<file path="config.mk">
export PLATFORM = sky130hd
export DESIGN_NAME = alu_seq
export DESIGN_NICKNAME = d
export VERILOG_FILES = /design/src/rtl/alu_seq.sv
export SDC_FILE = /design/constraint.sdc
export NUM_CORES = 1
export LEC_CHECK = 0
export CAP_MARGIN = 20
export CORE_ASPECT_RATIO = 0.5
export CORE_MARGIN = 1
export CORE_UTILIZATION = 45
export CTS_BUF_LIST = sky130_fd_sc_hd__clkbuf_2 sky130_fd_sc_hd__clkbuf_4 sky130_fd_sc_hd__clkbuf_8
export DETAILED_ROUTE_END_ITERATION = 10
export MAX_ROUTING_LAYER = met4
export PLACE_DENSITY = 0.77
export SLEW_MARGIN = 20
export SYNTH_ARGS = -nofsm -noshare
export SYNTH_HDL_FRONTEND = slang
export SYNTH_SLANG_ARGS = --single-unit
export TNS_END_PERCENT = 30
</file>
<file path="constraint.sdc">
create_clock -name clk -period 1.9 [get_ports clk]
set_input_delay 0.38 -clock clk [delete_from_list [all_inputs] [get_ports clk]]
set_output_delay 0.38 -clock clk [all_outputs]
set_load 0.05 [all_outputs]
</file>
<file path="src/rtl/alu_seq.sv">
`default_nettype none
// +----------------------------------------------------------------------------+
// | alu_seq : handshaked, registered ALU; iterative shifts (and optional       |
// |           shift-add multiply when ALU_MUL_EN is defined).                  |
// | Revision: 1.0                                                              |
// +----------------------------------------------------------------------------+
module alu_seq #(
  parameter int WIDTH = 8
) (
  input  logic             clk,
  input  logic             rst,
  input  logic             in_valid,
  output logic             in_ready,
  input  logic [2:0]       alu_op,
  input  logic [WIDTH-1:0] data1,
  input  logic [WIDTH-1:0] data2,
  output logic             out_valid,
  input  logic             out_ready,
  output logic [WIDTH-1:0] result,
  output logic             zero,
  output logic             ovf
);

  localparam int SHW = $clog2(WIDTH);

  localparam logic [2:0] c_op_add  = 3'b001;
  localparam logic [2:0] c_op_nand = 3'b010;
  localparam logic [2:0] c_op_cmp  = 3'b011;
  localparam logic [2:0] c_op_shl  = 3'b100;
  localparam logic [2:0] c_op_shr  = 3'b101;
  localparam logic [2:0] c_op_eq   = 3'b110;
  localparam logic [2:0] c_op_addr = 3'b111;

  typedef enum logic [1:0] {
    IDLE  = 2'd0,
    SHIFT = 2'd1,
    DONE  = 2'd2
`ifdef ALU_MUL_EN
    , MUL = 2'd3
`endif
  } state_t;

  state_t           r_state, w_state_nxt;
  logic [WIDTH-1:0] r_result, w_result_nxt;
  logic             r_zero, w_zero_nxt;
  logic             r_ovf, w_ovf_nxt;
  logic [SHW-1:0]   r_cnt, w_cnt_nxt;
  logic             r_shr, w_shr_nxt;
`ifdef ALU_MUL_EN
  logic [WIDTH-1:0] r_mcand, w_mcand_nxt;
  logic [WIDTH-1:0] r_mplier, w_mplier_nxt;
`endif

  logic [WIDTH-1:0] w_sum;
  logic             w_add_ovf;
  logic [SHW-1:0]   w_shamt;
  logic             w_is_shr;

  assign w_sum     = data1 + data2;
  assign w_add_ovf = (data1[WIDTH-1] == data2[WIDTH-1]) && (w_sum[WIDTH-1] != data1[WIDTH-1]);
  assign w_shamt   = data2[SHW-1:0];
  assign w_is_shr  = (alu_op == c_op_shr);

  function automatic logic [WIDTH-1:0] f_shift1(input logic [WIDTH-1:0] v, input logic shr);
    return shr ? {v[WIDTH-1], v[WIDTH-1:1]} : {v[WIDTH-2:0], 1'b0};
  endfunction

  // The accept edge already performs the first shift step, so a shift by N
  // finishes on the N-th edge counting the accept edge.
  always_comb begin
    w_state_nxt  = r_state;
    w_result_nxt = r_result;
    w_zero_nxt   = r_zero;
    w_ovf_nxt    = r_ovf;
    w_cnt_nxt    = r_cnt;
    w_shr_nxt    = r_shr;
`ifdef ALU_MUL_EN
    w_mcand_nxt  = r_mcand;
    w_mplier_nxt = r_mplier;
`endif
    case (r_state)
      IDLE: begin
        if (in_valid) begin
          w_zero_nxt  = 1'b0;
          w_ovf_nxt   = 1'b0;
          w_cnt_nxt   = '0;
          w_state_nxt = DONE;
          case (alu_op)
            c_op_add, c_op_addr: begin
              w_result_nxt = w_sum;
              w_ovf_nxt    = w_add_ovf;
            end
            c_op_nand: w_result_nxt = ~(data1 & data2);
            c_op_cmp:  w_result_nxt = ($signed(data1) > $signed(data2)) ? '1 : '0;
            c_op_eq: begin
              w_result_nxt = '0;
              w_zero_nxt   = (data1 == data2);
            end
            c_op_shl, c_op_shr: begin
              w_shr_nxt = w_is_shr;
              if (w_shamt == '0) begin
                w_result_nxt = data1;
              end else begin
                w_result_nxt = f_shift1(data1, w_is_shr);
                w_cnt_nxt    = w_shamt - SHW'(1);
                if (w_shamt != SHW'(1)) w_state_nxt = SHIFT;
              end
            end
            default: begin
`ifdef ALU_MUL_EN
              // Accept edge consumes multiplier bit 0; WIDTH-1 bits remain.
              w_result_nxt = data2[0] ? data1 : '0;
              w_mcand_nxt  = data1 << 1;
              w_mplier_nxt = data2 >> 1;
              w_cnt_nxt    = SHW'(WIDTH - 1);
              w_state_nxt  = MUL;
`else
              w_result_nxt = '0;
`endif
            end
          endcase
        end
      end
      SHIFT: begin
        w_result_nxt = f_shift1(r_result, r_shr);
        w_cnt_nxt    = r_cnt - SHW'(1);
        if (r_cnt == SHW'(1)) w_state_nxt = DONE;
      end
`ifdef ALU_MUL_EN
      MUL: begin
        if (r_mplier[0]) w_result_nxt = r_result + r_mcand;
        w_mcand_nxt  = r_mcand << 1;
        w_mplier_nxt = r_mplier >> 1;
        w_cnt_nxt    = r_cnt - SHW'(1);
        if (r_cnt == SHW'(1)) w_state_nxt = DONE;
      end
`endif
      DONE: begin
        if (out_ready) w_state_nxt = IDLE;
      end
      default: w_state_nxt = IDLE;
    endcase
  end

  always_ff @(posedge clk or posedge rst) begin
    if (rst) begin
      r_state  <= IDLE;
      r_result <= '0;
      r_zero   <= 1'b0;
      r_ovf    <= 1'b0;
      r_cnt    <= '0;
      r_shr    <= 1'b0;
    end else begin
      r_state  <= w_state_nxt;
      r_result <= w_result_nxt;
      r_zero   <= w_zero_nxt;
      r_ovf    <= w_ovf_nxt;
      r_cnt    <= w_cnt_nxt;
      r_shr    <= w_shr_nxt;
    end
  end

`ifdef ALU_MUL_EN
  always_ff @(posedge clk or posedge rst) begin
    if (rst) begin
      r_mcand  <= '0;
      r_mplier <= '0;
    end else begin
      r_mcand  <= w_mcand_nxt;
      r_mplier <= w_mplier_nxt;
    end
  end
`endif

  assign in_ready  = (r_state == IDLE);
  assign out_valid = (r_state == DONE);
  assign result    = r_result;
  assign zero      = r_zero;
  assign ovf       = r_ovf;

endmodule
`default_nettype wire
</file>
# After elaboration in Yosys (flattened, before gate mapping)
# Cells that the tools add are included.
dict set report classes {
  n_addsub 3
  order_cmp 1
  n_eq_ne 18
  muxes 20
  bitwise_logic 2
  reduce_logical 11
}
# operator count
set ops {}
lappend ops {{two-way mux 8 bit} 5}
lappend ops {{one-hot mux 8 bit (4 select lines)} 1}
lappend ops {{one-hot mux 8 bit (2 select lines)} 1}
lappend ops {{equality test 3 bit (second input constant)} 4}
lappend ops {{two-way mux 2 bit} 6}
lappend ops {{two-way mux 3 bit} 3}
lappend ops {{AND reduction 3 bit} 3}
lappend ops {{adder 8 bit} 1}
lappend ops {{bitwise AND 8 bit} 1}
lappend ops {{equality test 8 bit} 1}
lappend ops {{> comparator 8 bit} 1}
lappend ops {{inverter 8 bit} 1}
lappend ops {{equality test 3 x 1 -> 1 bit (second input constant)} 2}
lappend ops {{equality test 3 x 2 -> 1 bit (second input constant)} 2}
lappend ops {{inequality test 2 bit (second input constant)} 3}
lappend ops {{one-hot mux 2 bit (3 select lines)} 1}
lappend ops {{one-hot mux 3 bit (2 select lines)} 1}
lappend ops {{subtractor 3 x 1 -> 3 bit (second input constant)} 2}
lappend ops {{AND reduction 2 bit} 2}
lappend ops {{OR reduction 2 bit} 2}
lappend ops {{logical NOT 3 bit} 1}
lappend ops {{inequality test 3 x 1 -> 1 bit (second input constant)} 1}
lappend ops {{equality test 2 x 1 -> 1 bit (second input constant)} 1}
lappend ops {{equality test 2 bit (second input constant)} 1}
lappend ops {{7 further kinds} 8}
dict set report totals {
  register_bits 16
  inputBits 23
  out_inout_bits 12
  word_cells 62
}

# Depth between registers and ports, before layout
dict set report logic_depth {
  ltp_word 6
  ltp_mapped 9
  ltp_nobuf 8
}

# Worst setup path before layout
# No wires, ideal clock.
dict set report synth_timing {
  path_kind {input to register}
  from {input data1[0]}
  to {register r_result[6], in the netlist result[6]}
  setup_time_ns 0.094
  arrival_time_ns 2.081
  required_ns 1.806
  setup_slack_ns -0.275
  stages 8
  n_path_buf 0
  path_cell_list {ha_1 -> fa_1 -> nor2b_2 -> o21a_2 -> a2111oi_4 -> xnor2_1 -> o2111a_1 -> a221oi_2}
}
dict set report synth_between {
  elab_chain_cells 5
  elab_cells_between_ends 6
  classes_between {add/sub (1); order compare (1); mux (4)}
}
# item line_no
set synth_rtl {}
lappend synth_rtl {{from (decl)} 15} ;# input logic [WIDTH-1:0] data1,
lappend synth_rtl {{> comparator 8 bit} 94} ;# c_op_cmp: w_result_nxt = ($signed(data1) > $signed(data2)) ? '1 : '0;
lappend synth_rtl {{two-way mux 8 bit} 94}
lappend synth_rtl {{one-hot mux 8 bit (4 select lines) *} 88} ;# case (alu_op)
lappend synth_rtl {{two-way mux 8 bit *} 83} ;# if (in_valid) begin
lappend synth_rtl {{one-hot mux 8 bit (2 select lines) *} 81} ;# case (r_state)
lappend synth_rtl {{to (signal assigned)} 155} ;# r_result <= w_result_nxt;
lappend synth_rtl {{to (decl)} 44} ;# logic [WIDTH-1:0] r_result, w_result_nxt;
# Every way passes the cells marked *; elsewhere a longest branch is shown, timed or not. The select of a mux whose other input is x is not followed.
# A chain may end at the register's enable or synchronous reset.

# Final worst setup path
dict set report layout_timing {
  from {input data2[4]}
  to {register r_result[7], in the netlist result[7]}
}
dict set report layout_between {
  elab_chain_cells 5
  elab_cells_between_ends 6
  classes_between {add/sub (1); order compare (1); mux (4)}
}
# item line_no
set layout_rtl {}
lappend layout_rtl {{from (decl)} 16} ;# input logic [WIDTH-1:0] data2,
lappend layout_rtl {{> comparator 8 bit} 94}
lappend layout_rtl {{two-way mux 8 bit} 94}
lappend layout_rtl {{one-hot mux 8 bit (4 select lines) *} 88}
lappend layout_rtl {{two-way mux 8 bit *} 83}
lappend layout_rtl {{one-hot mux 8 bit (2 select lines) *} 81}
# Marked as above.

==> summary.txt <==
Status
  • Status: complete, but fails checks
  • Violated checks: negative setup slack

Setup path
  • Max incr delay on CP: 0.30 ns
  • CP Class: input pin to flop
  • Worst EP arrival: 2.15 ns
  • Startpoint types: input pin
  • RR Endpoint: result[7]$_DFFE_PP0P_
  • CP most frequent cell: buf_4
  • Critical Path, Cell by Cell: dlygate4sd2_1, inv_2, ha_4, nand4_4, a211oi_4, buf_4, buf_4, nor2_2, a211o_1, o311ai_2, nand3_1
  • Worst-case reg-to-reg path depth: 6
  • Req. time, crit path: 2.02 ns
  • Slowest-stage cell, CP: a211o_1
  • Crit-path max FO: 3
  • Critical R2R Launch: r_state[0]$_DFFE_PP0P_
  • R2R setup slack: 0.01 ns
  • Worst Setup End Kind: flop

Floorplanning
  • # IOs: 35
  • Die height: 48.9 um
  • Die footprint: 0.00468 mm^2
  • Die extent in x: 95.8 um
  • Initial Util: 48.7%
  • Placeable Area: 0.00406 mm^2
  • # rows: 16

STA
  • Setup violators final: 9
  • Max_slew headroom: 57.7%
  • Clk_skew: 0.00156 ns
  • Tcrit/Tclk final: 107%
  • Min cycle time layout: between 2 and 2.5 ns
  • Pins Over Slew Limit: 0
  • WHS: 0.477 ns
  • Final hold violation count: 0
  • Unrepaired setup endpoints after global routing: yes
  • Fmax: 492 MHz
  • Worst Tran Pin Value: 0.634 ns
  • Final WS setup: -0.132 ns

Placement
  • Worst slack at placement: -0.788 ns
  • Placed Area: ~0.0029 mm^2
  • Port Buffers: 34
  • Placer Congestion: 0.892
  • DP Cell Count: roughly 380
  • Post-DP HPWL: 5.18 mm

Global route
  • Total GRT Usage: 31.1%
  • Grt total ovfl: 0
  • Global-route wire length before repair: 10.8 mm
  • Initial antenna violation count: 0
  • Largest net degree at the start of global routing: 17
  • Number of global-route vias before repair: 2,216

Layout
  • Synth-to-layout area growth: 65.5%
  • Final net count: 393
  • Final Cell Area: 0.00327 mm^2
  • ANT cells: 0
  • Fillers: 250
  • Layout cell share with drive strength beyond 1: 47.0%
  • Non-filler instance count after layout: 401

Synth
  • Syn Inst Count: around 240
  • Prevailing post-synth register cell: dfrtp_1
  • FFs w/ async S/R, synth: 100%
  • Synth top area cells: dfrtp_1 (20%), ha_1 (13%), a21oi_1 (4.6%), mux2i_1 (4.6%), inv_1 (4.0%)
  • Sequential-to-total area share from yosys stat: 20.2%
  • Distinct cell type count after synthesis: 58
  • Share of the synthesized area in the top cell type: about a fifth
  • Synthesized cell area: just under 0.002 mm^2
  • Yosys warns: 0
  • Synth Area per Inst: between 8 and 9 um^2
  • Post-synth EDFFs: 0
  • Synthesized flop and latch total: 16
  • Post-synth net total: roughly 290
  • Cell taking the most area after synthesis: dfrtp_1

Power
  • Final Power: between 2 and 3 mW
  • Power density cells: 877 mW/mm^2
  • VDD IR-drop max: 0.448 mV
  • Leakage: 1.49 nW

Clock tree
  • Root Driver: clkbuf_8
  • Clk_lat worst skew: 0.25 ns
  • Clk slew on worst S/H paths: 0.06 ns
  • Hold-fix buffers, CTS: 0
  • CTS buffer count: 3
  • TritonCTS sink count: 16
  • CTS tree: yes
  • Deepest clock path buffer count: 2
  • H-Tree Depth: 1

Hold path
  • Hold Path Origin: ovf$_DFFE_PP0P_
  • Hold Path Stages: 2
  • Worst hold endpoint: ovf$_DFFE_PP0P_
  • Hold Path Class: flop to flop

Detailed routing
  • Vias: about 2,400
  • Via density: ~6.0
  • DR iter-0 viols: roughly 250
  • DRC errors left: 0
  • Post-route ant nets: 0
  • DR WL/cell: 18.7 um
  • DRT Pass-1 Iters: 5
  • Wirelength, routed: about 7.5 mm

Flow run
  • Max-Cap Viols: 0
## sequential cells by signal, indices dropped and copies added, names as in the netlist
register,cells
r_state,2
zero,1
result,8
r_cnt,3
r_shr,1
ovf,1
## cell usage in the layout, fill, tap and decap left out, drive strengths merged, types with 4 or more instances in the layout
master and instances:
buf 96, inv 21, ha 20, nand2 19, a21oi 18, nor2 18
dfrtp 16, o21ai 14, mux2i 9, nor3 9, nor2b 8, nand2b 7
clkdlybuf4s15 6, mux2 5, dlygate4sd2 5, o21bai 5, clkbuf 5, nand3 4
xnor2 4
## cell type report
| class | instances | area [um^2] | share of cell area (%) |
|---|---|---|---|
| Sequential cell | 16 | 400 | 12.2 |
| Clock buffer | 3 | 41.3 | 1.26 |
| Tap cell | 54 | 67.6 | 2.06 |
| Inverter | 21 | 78.8 | 2.41 |
| Timing Repair Buffer | 114 | 933 | 28.5 |
| Multi-Input combinational cell | 193 | 1750 | 53.5 |
## cell families (layout without fill, tap and decap cells)
family | count (synthesis) | in the layout | synth area share (%)
and+or+nand+nor | 79 | 79 | 20.6
xor gates and xnor gates | 7 | 7 | 3.10
muxes | 14 | 14 | 7.40
DFF | 16 | 16 | 20.2
adders and majority gates | 21 | 21 | 13.7
AOI/OAI and AO/OA | 72 | 72 | 27.7
buffers and inverters | 33 | 138 | 7.34
## through the flow
step / util [%] / setup TNS, ns
finish: 80.6 / -0.528
global placement: 70.6 / -6.78
CTS: 76.4 / -0.536
detailed placement: 70.6 / -7.71
floorplan: - / -0.217
global route: 80.6 / -0.940
## metal layers
| layer | vias to the layer above | GRT usage (%) | part of all wire [%] |
|---|---|---|---|
| met4 | 0 | 6.22 | 3.2 |
| met1 | 1152 | 41.4 | 42 |
| met2 | 137 | 51.3 | 48 |
| met3 | 34 | 3.58 | 7.7 |
| li1 | 1081 | - | - |
| met5 | - | - | 0 |
## cells in the mapped netlist (all sizes together), types with 2 or more instances
library cell and count:
inv 21, ha 20, nand2 19, a21oi 18
nor2 18, dfrtp 16, o21ai 14, mux2i 9
nor3 9, clkbuf 8, nor2b 8, nand2b 7
mux2 5, o21bai 5, buf 4, nand3 4
xnor2 4, a211o 3, a221o 3, a221oi 3
nand3b 3, nand4 3, nor3b 3, o211ai 3
o221ai 3, or2 3, xor2 3, a211oi 2
a31oi 2, o22ai 2
## worst max path at each step
stage,from,to,slack [ns],cells after the start
detailed placement,data1[0],result[6]$_DFFE_PP0P_,-0.79,9
global route,data1[0],result[6]$_DFFE_PP0P_,-0.20,9
CTS,data2[0],result[6]$_DFFE_PP0P_,-0.22,9
global placement,data1[0],result[6]$_DFFE_PP0P_,-0.75,9
floorplan,data1[0],result[6]$_DFFE_PP0P_,-0.11,8
finish,data2[4],result[7]$_DFFE_PP0P_,-0.13,11
## where the power goes
group	internal (mW)	total [mW]	switching [mW]
clock network	0.140	0.253	0.113
logic	0.873	1.99	1.12
registers	0.477	0.627	0.149
## worst max-delay path: cells and delay by family
family | cells | cell delay, ns
adders and majority gates | 1 | 0.27
and+or+nand+nor | 3 | 0.34
AOI/OAI and AO/OA | 3 | 0.64
buffers and inverters | 4 | 0.52
## what timing repair did
action	4_1_cts	5_1_grt
buffers inserted	9	5
gates resized for setup	65	37
setup endpoints to repair	12	11
pin swaps	29	16
No activity file was read; power rests on OpenSTA's default activity.
